<file path="src/rtl/pin_lock_ctrl_pkg.sv">
// Shared types and helpers for the keypad PIN lock controller.
// Holds the digit and FSM state types plus the BCD field extractor used
// to slice the entry buffer into PIN and admin-code fields.
package lock_pkg;

  typedef logic [3:0] digit_t;

  typedef enum logic [1:0] {
    IDLE   = 2'd0,
    ENTRY  = 2'd1,
    LOCKED = 2'd2
  } state_t;

  // Largest value a key may carry and still count as a decimal digit.
  localparam digit_t DIGIT_MAX = 4'd9;

  // Widest buffer any legal parameter set can produce: 2*8 + 2*8 digits.
  localparam int MAX_DIGITS = 32;
  localparam int WIDE_W     = 4 * MAX_DIGITS;

  // Extract 'len' BCD digits starting at digit 'idx', where digit 0 is the
  // newest key in the buffer. The result is zero-extended to 8 digits.
  function automatic logic [31:0] bcd_field(input logic [WIDE_W-1:0] b,
                                            input int idx,
                                            input int len);
    logic [31:0] r;
    r = '0;
    for (int i = 0; i < 8; i++) begin
      if (i < len) begin
        r[4*i +: 4] = b[4*((idx + i) % MAX_DIGITS) +: 4];
      end
    end
    return r;
  endfunction

endpackage

</file>
<file path="src/rtl/pin_lock_ctrl_if.sv">
// Keypad-side and status-side signals of the PIN lock controller.
// Handshake: din/key_valid/confirm/cancel are valid-only one-cycle strobes
// with no ready; the controller accepts one on every clock outside LOCKED,
// and unlock_ok/reset_ok/fail answer with one-cycle pulses on the edge that
// sampled the strobe. locking and fail_cnt are levels.
interface pin_lock_ctrl_if #(
  parameter int MAX_FAIL = 3
);
  import lock_pkg::*;

  localparam int FCW = $clog2(MAX_FAIL + 1);

  digit_t         din;
  logic           key_valid;
  logic           confirm;
  logic           cancel;
  logic           unlock_ok;
  logic           reset_ok;
  logic           fail;
  logic           locking;
  logic [FCW-1:0] fail_cnt;
  state_t         dbg_state;

  // Keypad scanner / test driver side.
  modport master (
    output din, key_valid, confirm, cancel,
    input  unlock_ok, reset_ok, fail, locking, fail_cnt, dbg_state
  );

  // Lock controller side.
  modport slave (
    input  din, key_valid, confirm, cancel,
    output unlock_ok, reset_ok, fail, locking, fail_cnt, dbg_state
  );

endinterface

</file>
<file path="src/rtl/pin_lock_ctrl_entry_buf.sv">
// Entry buffer for the PIN lock: a shift register of BCD digits (newest in
// the low nibble, so the packed value reads oldest-first) with a saturating
// count and a sticky overflow flag. Clear wins over push.
module lock_entry_buf
  import lock_pkg::*;
#(
  parameter int BUF_LEN = 20,
  localparam int CW     = $clog2(BUF_LEN + 1)
) (
  input  logic               clk,
  input  logic               rst_n,
  input  logic               i_clear,
  input  logic               i_push,
  input  digit_t             i_digit,
  output logic [4*BUF_LEN-1:0] o_buf,
  output logic [CW-1:0]      o_count,
  output logic               o_ovf
);

  logic [4*BUF_LEN-1:0] r_buf;
  logic [CW-1:0]        r_count;
  logic                 r_ovf;

  // Shift digits in until full; a digit arriving at full is dropped and
  // remembered as overflow until the next clear.
  always_ff @(posedge clk or negedge rst_n) begin
    if (!rst_n) begin
      r_buf   <= '0;
      r_count <= '0;
      r_ovf   <= 1'b0;
    end else if (i_clear) begin
      r_buf   <= '0;
      r_count <= '0;
      r_ovf   <= 1'b0;
    end else if (i_push) begin
      if (r_count == CW'(BUF_LEN)) begin
        r_ovf <= 1'b1;
      end else begin
        r_buf   <= {r_buf[4*BUF_LEN-5:0], i_digit};
        r_count <= r_count + CW'(1);
      end
    end
  end

  assign o_buf   = r_buf;
  assign o_count = r_count;
  assign o_ovf   = r_ovf;

endmodule

</file>
<file path="src/rtl/pin_lock_ctrl.sv">
// Keypad PIN lock controller: collects digits, checks the stored PIN on
// confirm, allows an admin-authorised PIN change, counts consecutive
// failures and locks out after MAX_FAIL of them.
// Optional feature macro: LOCK_TIMEOUT_EN -- when defined, LOCKED ends by
// itself after LOCKOUT_CYC cycles; otherwise only clr_n leaves LOCKED.
module pin_lock_ctrl
  import lock_pkg::*;
#(
  parameter int                  PIN_LEN     = 4,
  parameter int                  ADMIN_LEN   = 6,
  parameter logic [4*PIN_LEN-1:0]   DEFAULT_PIN = 'h1234,
  parameter logic [4*ADMIN_LEN-1:0] ADMIN_CODE  = 'h230419,
  parameter int                  MAX_FAIL    = 3,
  parameter int                  LOCKOUT_CYC = 1000
) (
  input  logic           clk,
  input  logic           clr_n,
  pin_lock_ctrl_if.slave bus
);

  localparam int BUF_LEN = 2*ADMIN_LEN + 2*PIN_LEN;
  localparam int CW      = $clog2(BUF_LEN + 1);
  localparam int FCW     = $clog2(MAX_FAIL + 1);

  localparam logic [1:0] S_IDLE   = IDLE;
  localparam logic [1:0] S_ENTRY  = ENTRY;
  localparam logic [1:0] S_LOCKED = LOCKED;

  logic [1:0]           r_state;
  logic [4*PIN_LEN-1:0] r_pin;
  logic [FCW-1:0]       r_fail_cnt;
  logic                 r_unlock_ok;
  logic                 r_reset_ok;
  logic                 r_fail;
  logic                 r_locking;

  logic [4*BUF_LEN-1:0] w_buf;
  logic [CW-1:0]        w_count;
  logic                 w_ovf;
  logic [WIDE_W-1:0]    w_buf_wide;
  logic [31:0]          w_f_pin2;
  logic [31:0]          w_f_pin1;
  logic [31:0]          w_f_adm2;
  logic [31:0]          w_f_adm1;
  logic                 w_digit_ok;
  logic                 w_pin_hit;
  logic                 w_admin_hit;
  logic [FCW-1:0]       w_fail_inc;

  logic [1:0]           w_state_nxt;
  logic [4*PIN_LEN-1:0] w_pin_nxt;
  logic [FCW-1:0]       w_fail_cnt_nxt;
  logic                 w_unlock_nxt;
  logic                 w_reset_nxt;
  logic                 w_fail_nxt;
  logic                 w_buf_clear;
  logic                 w_buf_push;

  lock_entry_buf #(
    .BUF_LEN (BUF_LEN)
  ) u_entry_buf (
    .clk     (clk),
    .rst_n   (clr_n),
    .i_clear (w_buf_clear),
    .i_push  (w_buf_push),
    .i_digit (bus.din),
    .o_buf   (w_buf),
    .o_count (w_count),
    .o_ovf   (w_ovf)
  );

  // Zero-extend the buffer to the package's fixed width for field slicing.
  always_comb begin
    w_buf_wide                = '0;
    w_buf_wide[4*BUF_LEN-1:0] = w_buf;
  end

  // Field layout counted from the newest digit: PIN copy 2, PIN copy 1,
  // admin copy 2, admin copy 1. A plain PIN entry lands in the PIN-2 slot.
  assign w_f_pin2 = bcd_field(w_buf_wide, 0, PIN_LEN);
  assign w_f_pin1 = bcd_field(w_buf_wide, PIN_LEN, PIN_LEN);
  assign w_f_adm2 = bcd_field(w_buf_wide, 2*PIN_LEN, ADMIN_LEN);
  assign w_f_adm1 = bcd_field(w_buf_wide, 2*PIN_LEN + ADMIN_LEN, ADMIN_LEN);

  assign w_digit_ok  = bus.key_valid && (bus.din <= DIGIT_MAX);
  assign w_pin_hit   = (w_count == CW'(PIN_LEN)) && !w_ovf &&
                       (w_f_pin2 == 32'(r_pin));
  assign w_admin_hit = (w_count == CW'(BUF_LEN)) && !w_ovf &&
                       (w_f_adm1 == 32'(ADMIN_CODE)) &&
                       (w_f_adm2 == 32'(ADMIN_CODE)) &&
                       (w_f_pin1 == w_f_pin2);
  assign w_fail_inc  = r_fail_cnt + FCW'(1);

`ifdef LOCK_TIMEOUT_EN
  localparam int LCW = $clog2(LOCKOUT_CYC);
  logic [LCW-1:0] r_lock_cnt;

  // Lockout timer: loads on entry to LOCKED and counts down to zero; the
  // edge that sees zero releases the lock.
  always_ff @(posedge clk or negedge clr_n) begin
    if (!clr_n) begin
      r_lock_cnt <= '0;
    end else if (r_state != S_LOCKED && w_state_nxt == S_LOCKED) begin
      r_lock_cnt <= LCW'(LOCKOUT_CYC - 1);
    end else if (r_state == S_LOCKED && r_lock_cnt != '0) begin
      r_lock_cnt <= r_lock_cnt - LCW'(1);
    end
  end
`endif

  // Next-state and response decode: cancel beats confirm beats key, and
  // LOCKED ignores the keypad entirely.
  always_comb begin
    w_state_nxt    = r_state;
    w_pin_nxt      = r_pin;
    w_fail_cnt_nxt = r_fail_cnt;
    w_unlock_nxt   = 1'b0;
    w_reset_nxt    = 1'b0;
    w_fail_nxt     = 1'b0;
    w_buf_clear    = 1'b0;
    w_buf_push     = 1'b0;
    case (r_state)
      S_LOCKED: begin
`ifdef LOCK_TIMEOUT_EN
        if (r_lock_cnt == '0) begin
          w_state_nxt    = S_IDLE;
          w_fail_cnt_nxt = '0;
        end
`endif
      end
      default: begin
        if (bus.cancel) begin
          w_buf_clear = 1'b1;
          w_state_nxt = S_IDLE;
        end else if (bus.confirm) begin
          if (w_count != '0) begin
            w_buf_clear = 1'b1;
            w_state_nxt = S_IDLE;
            if (w_pin_hit) begin
              w_unlock_nxt   = 1'b1;
              w_fail_cnt_nxt = '0;
            end else if (w_admin_hit) begin
              w_reset_nxt    = 1'b1;
              w_pin_nxt      = w_f_pin2[4*PIN_LEN-1:0];
              w_fail_cnt_nxt = '0;
            end else begin
              w_fail_nxt     = 1'b1;
              w_fail_cnt_nxt = w_fail_inc;
              if (w_fail_inc == FCW'(MAX_FAIL)) begin
                w_state_nxt = S_LOCKED;
              end
            end
          end
        end else if (w_digit_ok) begin
          w_buf_push  = 1'b1;
          w_state_nxt = S_ENTRY;
        end
      end
    endcase
  end

  // Registered FSM state, stored PIN, failure count and response outputs.
  always_ff @(posedge clk or negedge clr_n) begin
    if (!clr_n) begin
      r_state     <= S_IDLE;
      r_pin       <= DEFAULT_PIN;
      r_fail_cnt  <= '0;
      r_unlock_ok <= 1'b0;
      r_reset_ok  <= 1'b0;
      r_fail      <= 1'b0;
      r_locking   <= 1'b0;
    end else begin
      r_state     <= w_state_nxt;
      r_pin       <= w_pin_nxt;
      r_fail_cnt  <= w_fail_cnt_nxt;
      r_unlock_ok <= w_unlock_nxt;
      r_reset_ok  <= w_reset_nxt;
      r_fail      <= w_fail_nxt;
      r_locking   <= (w_state_nxt == S_LOCKED);
    end
  end

  assign bus.unlock_ok = r_unlock_ok;
  assign bus.reset_ok  = r_reset_ok;
  assign bus.fail      = r_fail;
  assign bus.locking   = r_locking;
  assign bus.fail_cnt  = r_fail_cnt;
  assign bus.dbg_state = state_t'(r_state);

endmodule

</file>
<file path="src/flat_wrapper.sv">
// flat-port wrapper written by rule: the top's interface ports become plain ports
module pin_lock_ctrl_flat import lock_pkg::*;
#(
  parameter int                  PIN_LEN     = 4,
  parameter int                  ADMIN_LEN   = 6,
  parameter logic [4*PIN_LEN-1:0]   DEFAULT_PIN = 'h1234,
  parameter logic [4*ADMIN_LEN-1:0] ADMIN_CODE  = 'h230419,
  parameter int                  MAX_FAIL    = 3,
  parameter int                  LOCKOUT_CYC = 1000
)
  (clk, clr_n, bus_din, bus_key_valid, bus_confirm, bus_cancel, bus_unlock_ok, bus_reset_ok, bus_fail, bus_locking, bus_fail_cnt, bus_dbg_state);
  pin_lock_ctrl_if #(.MAX_FAIL(MAX_FAIL)) bus_i ();
  input  logic clk;
  input  logic clr_n;
  input wire logic [$bits(bus_i.din)-1:0] bus_din;
  input wire logic [$bits(bus_i.key_valid)-1:0] bus_key_valid;
  input wire logic [$bits(bus_i.confirm)-1:0] bus_confirm;
  input wire logic [$bits(bus_i.cancel)-1:0] bus_cancel;
  output wire logic [$bits(bus_i.unlock_ok)-1:0] bus_unlock_ok;
  output wire logic [$bits(bus_i.reset_ok)-1:0] bus_reset_ok;
  output wire logic [$bits(bus_i.fail)-1:0] bus_fail;
  output wire logic [$bits(bus_i.locking)-1:0] bus_locking;
  output wire logic [$bits(bus_i.fail_cnt)-1:0] bus_fail_cnt;
  output wire logic [$bits(bus_i.dbg_state)-1:0] bus_dbg_state;
  assign bus_i.din = bus_din;
  assign bus_i.key_valid = bus_key_valid;
  assign bus_i.confirm = bus_confirm;
  assign bus_i.cancel = bus_cancel;
  assign bus_unlock_ok = bus_i.unlock_ok;
  assign bus_reset_ok = bus_i.reset_ok;
  assign bus_fail = bus_i.fail;
  assign bus_locking = bus_i.locking;
  assign bus_fail_cnt = bus_i.fail_cnt;
  assign bus_dbg_state = bus_i.dbg_state;
  pin_lock_ctrl #(.PIN_LEN(PIN_LEN), .ADMIN_LEN(ADMIN_LEN), .DEFAULT_PIN(DEFAULT_PIN), .ADMIN_CODE(ADMIN_CODE), .MAX_FAIL(MAX_FAIL), .LOCKOUT_CYC(LOCKOUT_CYC)) u_core (.clk(clk), .clr_n(clr_n), .bus(bus_i));
endmodule
</file>
<file path="config.mk">
export PLATFORM = sky130hd
export DESIGN_NAME = pin_lock_ctrl_flat
export DESIGN_NICKNAME = d
export VERILOG_FILES = /design/src/rtl/pin_lock_ctrl_pkg.sv /design/src/rtl/pin_lock_ctrl_if.sv /design/src/rtl/pin_lock_ctrl_entry_buf.sv /design/src/rtl/pin_lock_ctrl.sv /design/src/flat_wrapper.sv
export SDC_FILE = /design/constraint.sdc
export NUM_CORES = 1
export LEC_CHECK = 0
export CAP_MARGIN = 40
export CELL_PAD_IN_SITES_DETAIL_PLACEMENT = 2
export CELL_PAD_IN_SITES_GLOBAL_PLACEMENT = 2
export CORE_MARGIN = 3
export CORE_UTILIZATION = 43
export CTS_BUF_LIST = sky130_fd_sc_hd__clkbuf_8 sky130_fd_sc_hd__clkbuf_16
export DETAILED_ROUTE_END_ITERATION = 16
export PLACE_DENSITY_LB_ADDON = 0.1
export SKIP_CTS_REPAIR_TIMING = 1
export SYNTH_ARGS = -nofsm -noshare
export SYNTH_HDL_FRONTEND = slang
export SYNTH_SLANG_ARGS = --single-unit
</file>
<file path="constraint.sdc">
create_clock -name clk -period 5.6 [get_ports clk]
set_clock_uncertainty 0.2 [all_clocks]
set_input_delay 1.12 -clock clk [delete_from_list [all_inputs] [get_ports clk]]
set_output_delay 1.12 -clock clk [all_outputs]
set_load 0.03 [all_outputs]
</file>
==> results of run 1 <==
[per-layer routing]
| metal | vias up | wire, um |
|---|---|---|
| li1 | 1741 | - |
| met1 | 1966 | 6430 |
| met2 | 37 | 6950 |
| met3 | 16 | 366 |
| met4 | 0 | 174 |
| met5 | - | 0 |
[how the worst max path moves through the flow]
| stage | from | end | slack (ns) | depth (start not counted) |
|---|---|---|---|---|
| 2_1_floorplan | bus_din[1] | u_core.u_entry_buf.o_buf[36] | 2.94 | 6 |
| 3_3_place_gp | bus_din[1] | u_core.u_entry_buf.o_buf[11] | 1.89 | 7 |
| 3_5_place_dp | bus_confirm | u_core.u_entry_buf.o_buf[46] | 1.76 | 7 |
| 4_1_cts | bus_confirm | u_core.u_entry_buf.o_buf[25] | 2.02 | 7 |
| 5_1_grt | bus_confirm | u_core.u_entry_buf.o_buf[25] | 1.85 | 7 |
| 6_report | bus_confirm | u_core.u_entry_buf.o_buf[25] | 2.02 | 7 |
[power groups by stage]
stage | Clock (mW) | Combinational, mW | Sequential [mW]
6_report | 0.670 | 0.209 | 0.828
5_1_grt | 0.720 | 0.233 | 0.831
3_3_place_gp | 0 | 0.197 | 0.841
3_5_place_dp | 0 | 0.212 | 0.843
2_1_floorplan | 0 | 0.0993 | 0.861
4_1_cts | 0.682 | 0.214 | 0.828
[per-stage QoR]
step / hold slack [ns] / setup slack [ns] / util (%) / instance area (um^2) / cells
global placement: 0.308 / 1.89 / 47.5 / 5290 / 649
detailed placement: 0.319 / 1.76 / 48.0 / 5340 / 651
global route: 0.358 / 1.85 / 50.7 / 5650 / 667
CTS: 0.346 / 2.02 / 50.7 / 5650 / 667
floorplan: 0.276 / 2.94 / - / 5020 / 517
finish: 0.340 / 2.02 / 50.7 / 5650 / 667
[layout make-up]
cell class | count | area, um^2
tap | 140 | 175
fill | 1188 | 5480
timing repair buffer | 23 | 243
clock buffer | 11 | 253
clock inverter | 5 | 57.6
inverter | 5 | 18.8
sequential | 110 | 2760
multi-input combinational | 373 | 2140
[cells in the final DEF (no fill, tap or decap), types with 3 or more instances in the layout]
master,n
dfstp_2,5
nand4_1,10
mux2_2,6
mux2_4,10
dfrtp_1,105
ha_1,3
clkdlybuf4s50_1,15
and3_1,3
clkbuf_16,9
nor3_1,4
nor4b_1,8
buf_4,6
inv_1,5
nand2_1,166
xnor2_1,28
a21oi_1,84
nand3_1,3
nor2_1,10
xor2_1,8
nor2b_1,3
[tightest hold or removal path: cells and delay by family (launching register included)]
family / cells / cell delay [ns]
compound gates: 1 / 0.05
simple gates: 1 / 0.06
flops: 1 / 0.40
[flip-flops by register name, summed over array words and instances (netlist names)]
signal                      flops
u_core.u_entry_buf.o_buf       80
u_core.bus.reset_ok             1
u_core.bus.locking              1
u_core.bus.unlock_ok            1
u_core.bus.fail                 1
u_core.u_entry_buf.o_count      5
u_core.u_entry_buf.o_ovf        1
u_core.bus.fail_cnt             2
u_core.r_pin                   16
u_core.bus.dbg_state            2
[logic make-up (layout without fill, tap and decap cells)]
logic type	count (synthesis)	after routing	synth area share (%)
buffers and inverters	34	44	2.84
and+or+nand+nor	227	227	21.2
xor gates and xnor gates	36	36	6.28
adders and majority gates	3	3	0.747
AOI/OAI and AO/OA	90	90	9.49
DFF	110	110	54.9
muxes	17	17	4.53
==> results by group, run 1 <==
Run status
  • Outcome: finished clean

Clock network
  • CTS tree: yes
  • Skew-Pair Late Insertion Delay: 0.37 ns
  • H-tree depth: 3
  • Root buffer cell: clkbuf_16
  • Clock Pin Slew Worst Setup and Hold Paths: 0.08 ns
  • Clock sink total: 110
  • Clock buffer depth: 2
  • Total CTS buffers: 9

Min path
  • Hold Path Class: flip-flop to flip-flop
  • Hold_sp: u_core.u_entry_buf.o_buf[48]
  • End of the worst hold path: u_core.u_entry_buf.o_buf[52]
  • Hold Path Stages: 2

Worst setup path
  • Cell count of the worst reg-to-reg path: 8
  • CP Data Required Time: 5.67 ns
  • WP buf/inv: 3
  • Crit path top cell by count: buf_4
  • Worst setup SP type: input port
  • R2R Path Start: u_core.u_entry_buf.o_count[0]
  • Critical-path maximum fanout: 49
  • CP Capture Type: flip-flop
  • Crit path max-delay family: buffers and inverters
  • CP Data Arrival Time: 3.66 ns
  • Crit path kind: input port to flip-flop
  • Crit path max-delay cell type: buf_4
  • R2R Setup Slk: 2.56 ns
  • Worst path cell trace: clkdlybuf4s50_1 -> nand2b_1 -> nor4_2 -> buf_4 -> buf_4 -> nand2_1 -> a21oi_1
  • Worst path max stage delay: 0.53 ns
  • Reg2reg end: u_core.u_entry_buf.o_buf[25]

GRT
  • Largest net degree at the start of global routing: 82
  • Total congestion overflow: 0
  • Grt met2 use: 38.9%
  • Number of global-route vias before repair: 4,253
  • Busiest grt layer: met2
  • Initial antenna violation count: 0
  • Total Routing Usage GR: 23.4%
  • Global-route wire length before repair: 23,500 um
  • GR Util met1: 31.3%
  • M3 GR Usage: 5.87%

Routing
  • DR WL/cell: 20.9 um
  • Vias/cell: 5.64
  • Antenna Nets Post-Route: 0
  • DR vias: 3,760
  • Residual DRC: 0
  • DRT iter0 DRCs: 158
  • Final WL: 13,900 um
  • First-pass DRT Iterations: 4

Die
  • Top Ports: 17
  • DIE AREA: 0.0130 mm^2
  • CORE AREA: 0.0111 mm^2
  • Std-Cell Rows: 38
  • Initial Utilization: 45.2%
  • Die W: 114 um
  • Die height: 114 um

STA
  • Fmax achieved: 279 MHz
  • Worst Max-Slew Pin Slew: 0.839 ns
  • Max-slew headroom: 44.0%
  • Final setup viols: 0
  • Tcrit/Tclk final: 64.0%
  • Final Hold Vio Count: 0
  • Max Slew Vio Count: 0
  • Unrepaired setup endpoints after global routing: false
  • Setup TNS: 0 ns
  • Minimum clock period: 3.58 ns

Synthesis
  • Largest area contributor in the netlist: dfrtp_1
  • Top cells by count, synth: 166 x nand2_1, 105 x dfrtp_1, 84 x a21oi_1
  • Syn Nets: 529
  • Synth cell types: 42
  • Register area share after synthesis: 54.9%
  • Most frequent cell after synthesis: nand2_1
  • EDFF count, synth: 0
  • Post-Syn Area: 0.00502 mm^2
  • Most used DFF post-synth: dfrtp_1
  • Synth async-reset ratio: 100%
  • Top post-synthesis cells by area: dfrtp_1 52%, nand2_1 12%, a21oi_1 8.4%
  • Ys Warns: 0
  • #FFs+latches synth: 110
  • Syn Area/Cell: 9.72 um^2
  • Synthesized instance count: 517
  • Area share of the largest cell type after synthesis: 52.3%

Power
  • Clock power frac: 39.2%
  • Sw Ratio: 27.0%
  • Power Dens Cells: 302 mW/mm^2
  • Total Power: 1.71 mW
  • Static leakage: 2.34 nW
  • Internal power: 1.25 mW
  • Sequential share of power: 48.5%
  • Switching power: 0.460 mW
  • Maximum vdd drop: 0.226 mV
  • Combinational share of power: 12.3%

Finish
  • # diodes: 0
  • Final nets: 534
  • P&R area growth vs syn: 12.4%
  • Layout cells sized above 1: 10.6%

Placed design
  • Gpl congestion: 0.757
  • DP HPWL: 9150 um
  • I/O Buffers: 16

Flow run
  • Max-cap violations: 0
No activity file was read; power rests on OpenSTA's default activity.
==> run 2, diff against run 1 <==
--- a/config.mk
+++ b/config.mk
@@ -9,7 +9,7 @@
 export CELL_PAD_IN_SITES_DETAIL_PLACEMENT = 2
 export CELL_PAD_IN_SITES_GLOBAL_PLACEMENT = 2
 export CORE_MARGIN = 3
-export CORE_UTILIZATION = 43
+export CORE_UTILIZATION = 36
 export CTS_BUF_LIST = sky130_fd_sc_hd__clkbuf_8 sky130_fd_sc_hd__clkbuf_16
 export DETAILED_ROUTE_END_ITERATION = 16
 export PLACE_DENSITY_LB_ADDON = 0.1
==> constraint.sdc (replaced) <==
create_clock -name clk -period 3.25 [get_ports clk]
set_clock_uncertainty 0.2 [all_clocks]
set_input_delay 0.65 -clock clk [delete_from_list [all_inputs] [get_ports clk]]
set_output_delay 0.65 -clock clk [all_outputs]
set_load 0.03 [all_outputs]
==> run 2 against run 1 <==
- wire length decreased by 3.5%
- die area grew 18%
- sequential share of layout area decreased by 0.59 points
- critical path depth unchanged
- total power grew 75%
- final area up 1.2%
- global-route usage is 4.2 points lower
- first-iteration DRC count rose by 69%
- clock power rose by 78%
- sequential power up 71%
- flip-flop and latch count stayed put
- core utilization decreased by 8.3 points
- critical path type is now flip-flop to flip-flop
- critical endpoint is now u_core.r_pin[15]
- largest power group unchanged
==> results by group, run 2 (synthesis gave the netlist of run 1 again) <==
Power
  • Power Dens Cells: 522 mW/mm^2 (+73%)
  • Sw Ratio: 26.9% (-0.080 points)
  • Static leakage: 2.36 nW (+0.66%)
  • Internal power: 2.18 mW (+75%)
  • Total Power: 2.98 mW (+75%)
  • Sequential share of power: 47.7% (-0.8 points)
  • Clock power frac: 40.0% (+0.8 points)
  • Maximum vdd drop: 0.254 mV (+12%)
  • Combinational share of power: 12.3% (about the same)
  • Switching power: 0.802 mW (+74%)

Clock network
  • Clock buffer depth: 2 (unchanged)
  • Root buffer cell: clkbuf_16
  • Clock Pin Slew Worst Setup and Hold Paths: 0.08 ns (about the same)
  • Total CTS buffers: 9 (unchanged)
  • Skew-Pair Late Insertion Delay: 0.36 ns (about the same)
  • CTS tree: yes
  • H-tree depth: 3 (unchanged)
  • Clock sink total: 110 (unchanged)

GRT
  • Global-route wire length before repair: 22,500 um (-4.2%)
  • Number of global-route vias before repair: 4,066 (-4.4%)
  • Total Routing Usage GR: 19.2% (-4.2 points)
  • Largest net degree at the start of global routing: 77 (-6.1%)
  • Initial antenna violation count: 0 (unchanged)
  • Total congestion overflow: 0 (unchanged)

Finish
  • Final Util: 42.5% (-8.3 points)
  • # diodes: 0 (unchanged)
  • Most common cell after layout, fill and taps aside: nand2_1
  • FILL cells: 1,452 (+22%)
  • Final nets: 535 (+0.19%)
  • Layout cells sized above 1: 10.2% (-0.40 points)
  • Most frequent cells in the layout: 166 x nand2_1, 105 x dfrtp_1, 84 x a21oi_1
  • Max FFs per register: 80 (unchanged)
  • P&R area growth vs syn: 13.7%

Worst setup path
  • Worst path max stage delay: 0.42 ns (-0.11 ns)
  • CP Capture Type: flip-flop
  • R2R Setup Slk: 0.52 ns (-2.04 ns)
  • Crit path max-delay family: simple AND/OR/NAND/NOR gates
  • Crit path max-delay cell type: dfrtp_1
  • Worst path cell trace: inv_1 -> ha_1 -> or4b_1 -> nor2b_1 -> and3_1 -> nand4_4 -> mux2_4
  • Critical-path maximum fanout: 16 (-67%)
  • Crit path kind: flip-flop to flip-flop
  • WP buf/inv: 1 (-2)
  • Worst setup SP type: flip-flop
  • CP Data Arrival Time: 2.78 ns (-0.88 ns)
  • CP Data Required Time: 3.30 ns (-2.37 ns)

Placed design
  • Gpl congestion: 0.778 (+2.8%)
  • DP HPWL: 8830 um (-3.5%)
  • I/O Buffers: 16 (unchanged)

STA
  • Fmax achieved: 366 MHz
  • Setup TNS: 0 ns (unchanged)
  • Tcrit/Tclk final: 84.0%
  • Max Slew Vio Count: 0 (unchanged)
  • Worst Max-Slew Pin Slew: 0.663 ns (-0.176 ns)
  • Final Hold Vio Count: 0 (unchanged)
  • Unrepaired setup endpoints after global routing: false
  • Minimum clock period: 2.73 ns
  • Max-slew headroom: 55.8% (+12 points)
  • Final setup viols: 0 (unchanged)

Routing
  • Final WL: 13,400 um (-3.5%)
  • Antenna Nets Post-Route: 0 (unchanged)
  • DR WL/cell: 19.1 um (-8.6%)
  • Residual DRC: 0 (unchanged)
  • First-pass DRT Iterations: 4 (unchanged)
  • DRT iter0 DRCs: 267 (+69%)
  • DR vias: 3,696 (-1.7%)
  • Vias/cell: 5.25 (-6.9%)

Die
  • Initial Utilization: 37.4% (-7.8 points)
  • Die height: 124 um (+8.8%)
  • Top Ports: 17 (unchanged)
  • CORE AREA: 0.0135 mm^2 (+21%)
  • Std-Cell Rows: 42 (+11%)
  • DIE AREA: 0.0154 mm^2 (+18%)
  • Die W: 124 um (+8.8%)

Run status
  • Outcome: finished clean

Min path
  • Hold Path Class: input port to asynchronous set/reset pin

Flow run
  • Max-cap violations: 0 (unchanged)
## run 2: cell types whose count changed in the layout (fill, tap and decap cells not counted), sizes merged
cell      previous run  this run
clkinvlp             0         1
clkbuf              11         9
inv                  5         8
buf                  8         9
bufinv               1         2
clkinv               4         1
## run 2: path summary, 6_finish.rpt
check,startpoint,endpoint,depth (start not counted)
max,u_core.u_entry_buf.o_count[0],u_core.r_pin[15],7
min,clr_n,u_core.bus.fail_cnt[0],1
max reg2reg,u_core.u_entry_buf.o_count[0],u_core.r_pin[15],7
min reg2reg,u_core.r_pin[13],u_core.r_pin[13],1
max in group asynchronous,clr_n,u_core.r_pin[9],2
min in group clk,u_core.r_pin[13],u_core.r_pin[13],1
## run 2: through the flow
step | hold WS, ns | cell area [um^2] | cells | setup slack, ns
5_1_grt | 0.149 | 5710 | 704 | 0.319
3_3_place_gp | 0.308 | 5410 | 688 | 0.405
4_1_cts | 0.129 | 5710 | 704 | 0.463
2_1_floorplan | 0.154 | 5020 | 517 | 0.889
6_report | 0.0995 | 5710 | 704 | 0.520
3_5_place_dp | 0.319 | 5410 | 688 | 0.299
## run 2: cell type report
class	instances	area (um^2)	share of cell area (%)
clock inverter	7	83.8	1.47
clock buffer	9	225	3.94
sequential	110	2760	48.3
inverter	5	18.8	0.328
multi-input combinational	373	2140	37.4
timing repair buffer	24	268	4.69
tap	176	220	3.85
## run 2: worst reg2reg max path, stage by stage (launching register included)
cell and delay, ns:
dfrtp_1 0.42, inv_1 0.06, ha_1 0.22, or4b_1 0.19
nor2b_1 0.28, and3_1 0.41, nand4_4 0.39, mux2_4 0.43
## run 2: routing by layer
layer  vias up  global-route usage (%)  routed length, um
met5         -                       0                  0
met4         0                    5.54                167
met3         9                    3.68                351
met2        34                    30.0               6190
met1      1909                    27.3               6730
li1       1744                       -                  -
## run 2: power by group through the flow
stage | clock network [mW] | registers [mW] | logic (mW)
after floorplan | 0 | 1.48 | 0.171
after global placement | 0 | 1.45 | 0.373
after detailed placement | 0 | 1.45 | 0.377
after CTS | 1.22 | 1.42 | 0.379
after global routing | 1.28 | 1.43 | 0.410
final | 1.19 | 1.42 | 0.367
==> run 3, diff against run 2 <==
--- a/config.mk
+++ b/config.mk
@@ -9,7 +9,7 @@
 export CELL_PAD_IN_SITES_DETAIL_PLACEMENT = 2
 export CELL_PAD_IN_SITES_GLOBAL_PLACEMENT = 2
 export CORE_MARGIN = 3
-export CORE_UTILIZATION = 36
+export CORE_UTILIZATION = 40
 export CTS_BUF_LIST = sky130_fd_sc_hd__clkbuf_8 sky130_fd_sc_hd__clkbuf_16
 export DETAILED_ROUTE_END_ITERATION = 16
 export PLACE_DENSITY_LB_ADDON = 0.1
==> constraint.sdc (replaced) <==
create_clock -name clk -period 2.8 [get_ports clk]
set_clock_uncertainty 0.2 [all_clocks]
set_input_delay 0.56 -clock clk [delete_from_list [all_inputs] [get_ports clk]]
set_output_delay 0.56 -clock clk [all_outputs]
set_load 0.03 [all_outputs]
==> run 3 against run 2 <==
- sequential power rose by 16%
- global-route usage rose by 1.7 points
- worst hold slack better by 0.23 ns
- via count increased by 2.2%
- total power grew 13%
- non-clock buffer count rose by 10
- maximum frequency grew 2.6%
- sequential share of layout area decreased by 0.51 points
- core utilization is 5.0 points higher
- clock power grew 8%
- flip-flop and latch count is the same
- die area down 9.5%
- highest routed layer unchanged
==> results by group, run 3 (synthesis gave the netlist of run 1 again) <==
Run status
  • Outcome: finished clean

Finish
  • Final Util: 47.5% (+5.0 points)
  • Max FFs per register: 80 (unchanged)
  • # diodes: 0 (unchanged)
  • Most common cell after layout, fill and taps aside: nand2_1
  • Final nets: 545 (+1.9%)
  • P&R area growth vs syn: 14.9%
  • Most frequent cells in the layout: 166 x nand2_1, 105 x dfrtp_1, 84 x a21oi_1
  • Layout cells sized above 1: 12.1% (+1.9 points)

Routing
  • Residual DRC: 0 (unchanged)
  • DR vias: 3,776 (+2.2%)
  • Final WL: 13,900 um (+3.1%)
  • First-pass DRT Iterations: 4 (unchanged)
  • Antenna Nets Post-Route: 0 (unchanged)
  • DR WL/cell: 19.6 um (+2.8%)
  • Vias/cell: 5.35 (+1.9%)
  • DRT iter0 DRCs: 218 (-18%)

Worst setup path
  • CP startpoint: u_core.u_entry_buf.o_count[0]
  • Crit path kind: flip-flop to flip-flop
  • CP Data Required Time: 2.84 ns (-0.46 ns)
  • Worst path cell trace: inv_1 -> ha_1 -> or4b_1 -> nor2b_1 -> and3_1 -> nand4_4 -> buf_12 -> mux2_2
  • Crit path max-delay cell type: or4b_1
  • CP Capture Type: flip-flop
  • CP endpoint: u_core.r_pin[13]
  • Cell count of the worst reg-to-reg path: 8 (+1)
  • R2R Path Start: u_core.u_entry_buf.o_count[0]
  • CP Data Arrival Time: 2.70 ns (-0.08 ns)
  • Worst setup SP type: flip-flop
  • Critical-path maximum fanout: 16 (unchanged)
  • R2R Setup Slk: 0.14 ns (-0.38 ns)
  • Reg2reg end: u_core.r_pin[13]
  • Worst path max stage delay: 0.51 ns (+0.09 ns)

STA
  • Tcrit/Tclk final: 95.0% (+11 points)
  • Worst Max-Slew Pin Slew: 0.521 ns (-0.142 ns)
  • Final setup viols: 0 (unchanged)
  • Max-slew headroom: 64.8% (+9.0 points)
  • Unrepaired setup endpoints after global routing: false
  • WHS: 0.330 ns (+0.231 ns)
  • Final Hold Vio Count: 0 (unchanged)
  • Worst Slack Setup Final: 0.139 ns (-0.381 ns)
  • Minimum clock period: 2.66 ns (-0.0694 ns)
  • Max Slew Vio Count: 0 (unchanged)
  • Setup TNS: 0 ns (unchanged)
  • Fmax achieved: 376 MHz (+2.6%)

Die
  • Die W: 118 um (-4.9%)
  • DIE AREA: 0.0139 mm^2 (-9.5%)
  • Die height: 118 um (-4.9%)
  • Top Ports: 17 (unchanged)
  • Std-Cell Rows: 40 (-4.8%)
  • CORE AREA: 0.0122 mm^2 (-9.6%)
  • Initial Utilization: 41.3% (+4.0 points)

Clock network
  • Clock buffer depth: 2 (unchanged)
  • H-tree depth: 3 (unchanged)
  • CTS tree: yes
  • Root buffer cell: clkbuf_16
  • Total CTS buffers: 9 (unchanged)
  • Clock sink total: 110 (unchanged)
  • Skew-Pair Late Insertion Delay: 0.36 ns (about the same)
  • Clock Pin Slew Worst Setup and Hold Paths: 0.07 ns (about the same)

GRT
  • Initial antenna violation count: 0 (unchanged)
  • Largest net degree at the start of global routing: 87 (+13%)
  • Total Routing Usage GR: 21.0% (+1.7 points)
  • Number of global-route vias before repair: 4,204 (+3.4%)
  • Global-route wire length before repair: 23,000 um (+2.4%)
  • Total congestion overflow: 0 (unchanged)

Power
  • Total Power: 3.38 mW (+13%)
  • Maximum vdd drop: 0.353 mV (+39%)
  • Static leakage: 2.40 nW (+1.8%)
  • Power Dens Cells: 585 mW/mm^2 (+12%)

Placed design
  • Gpl congestion: 0.797 (+2.4%)
  • I/O Buffers: 16 (unchanged)
  • DP HPWL: 9350 um (+5.8%)
  • Pre-CTS setup slack: 0.0627 ns (-0.236 ns)

Min path
  • Hold Path Class: flip-flop to flip-flop

Flow run
  • Max-cap violations: 0 (unchanged)
run 3: cell count changes in the layout (fill, tap and decap cells not counted), sizes merged:
cell and change:
buf +9, bufinv -1, clkinv +2, dlygate4sd3 +1
inv -1
run 3: worst max-delay path, delay by kind of cell, from the launching register on:
kind	cells	cell delay, ns
buffers and inverters	2	0.28
AND/OR/NAND/NOR	4	1.08
flip-flops	1	0.44
multiplexers	1	0.35
adder cells (fa/ha/maj)	1	0.19
run 3: area by class of cell:
class	count	area [um^2]
inverters	5	18.8
repair buffers	34	358
clock buffers	9	225
clock inverters	7	65.1
flip-flops and latches	110	2760
well taps	168	210
multi-input cells	373	2140
fillers	1316	6390
run 3: where the power goes:
group / internal [mW] / switching, mW
logic: 0.143 / 0.296
registers: 1.62 / 0.0324
clock network: 0.690 / 0.597
total: 2.45 / 0.925
run 3: metal layers:
metal | vias to the layer above | global-route usage, % | wire [um]
li1 | 1759 | - | -
met1 | 1971 | 28.6 | 6660
met2 | 34 | 34.4 | 6760
met3 | 12 | 4.71 | 293
met4 | 0 | 4.32 | 146
met5 | - | 0 | 0
run 3: metrics by stage:
stage | std cells | cell area, um^2
floorplan | 517 | 5020
global placement | 689 | 5480
detailed placement | 689 | 5480
CTS | 705 | 5770
global route | 706 | 5780
finish | 706 | 5780
run 3: worst min path at each step:
stage / from / end / slack [ns] / cells after the start
final: u_core.bus.fail_cnt[1] / u_core.bus.fail_cnt[1] / 0.33 / 1
after global routing: u_core.bus.fail_cnt[1] / u_core.bus.fail_cnt[1] / 0.36 / 1
after CTS: clr_n / u_core.u_entry_buf.o_count[3] / -0.15 / 1
after detailed placement: clr_n / u_core.bus.unlock_ok / 0.23 / 1
after global placement: clr_n / u_core.bus.unlock_ok / 0.22 / 1
after floorplan: clr_n / u_core.bus.dbg_state[0] / 0.06 / 0
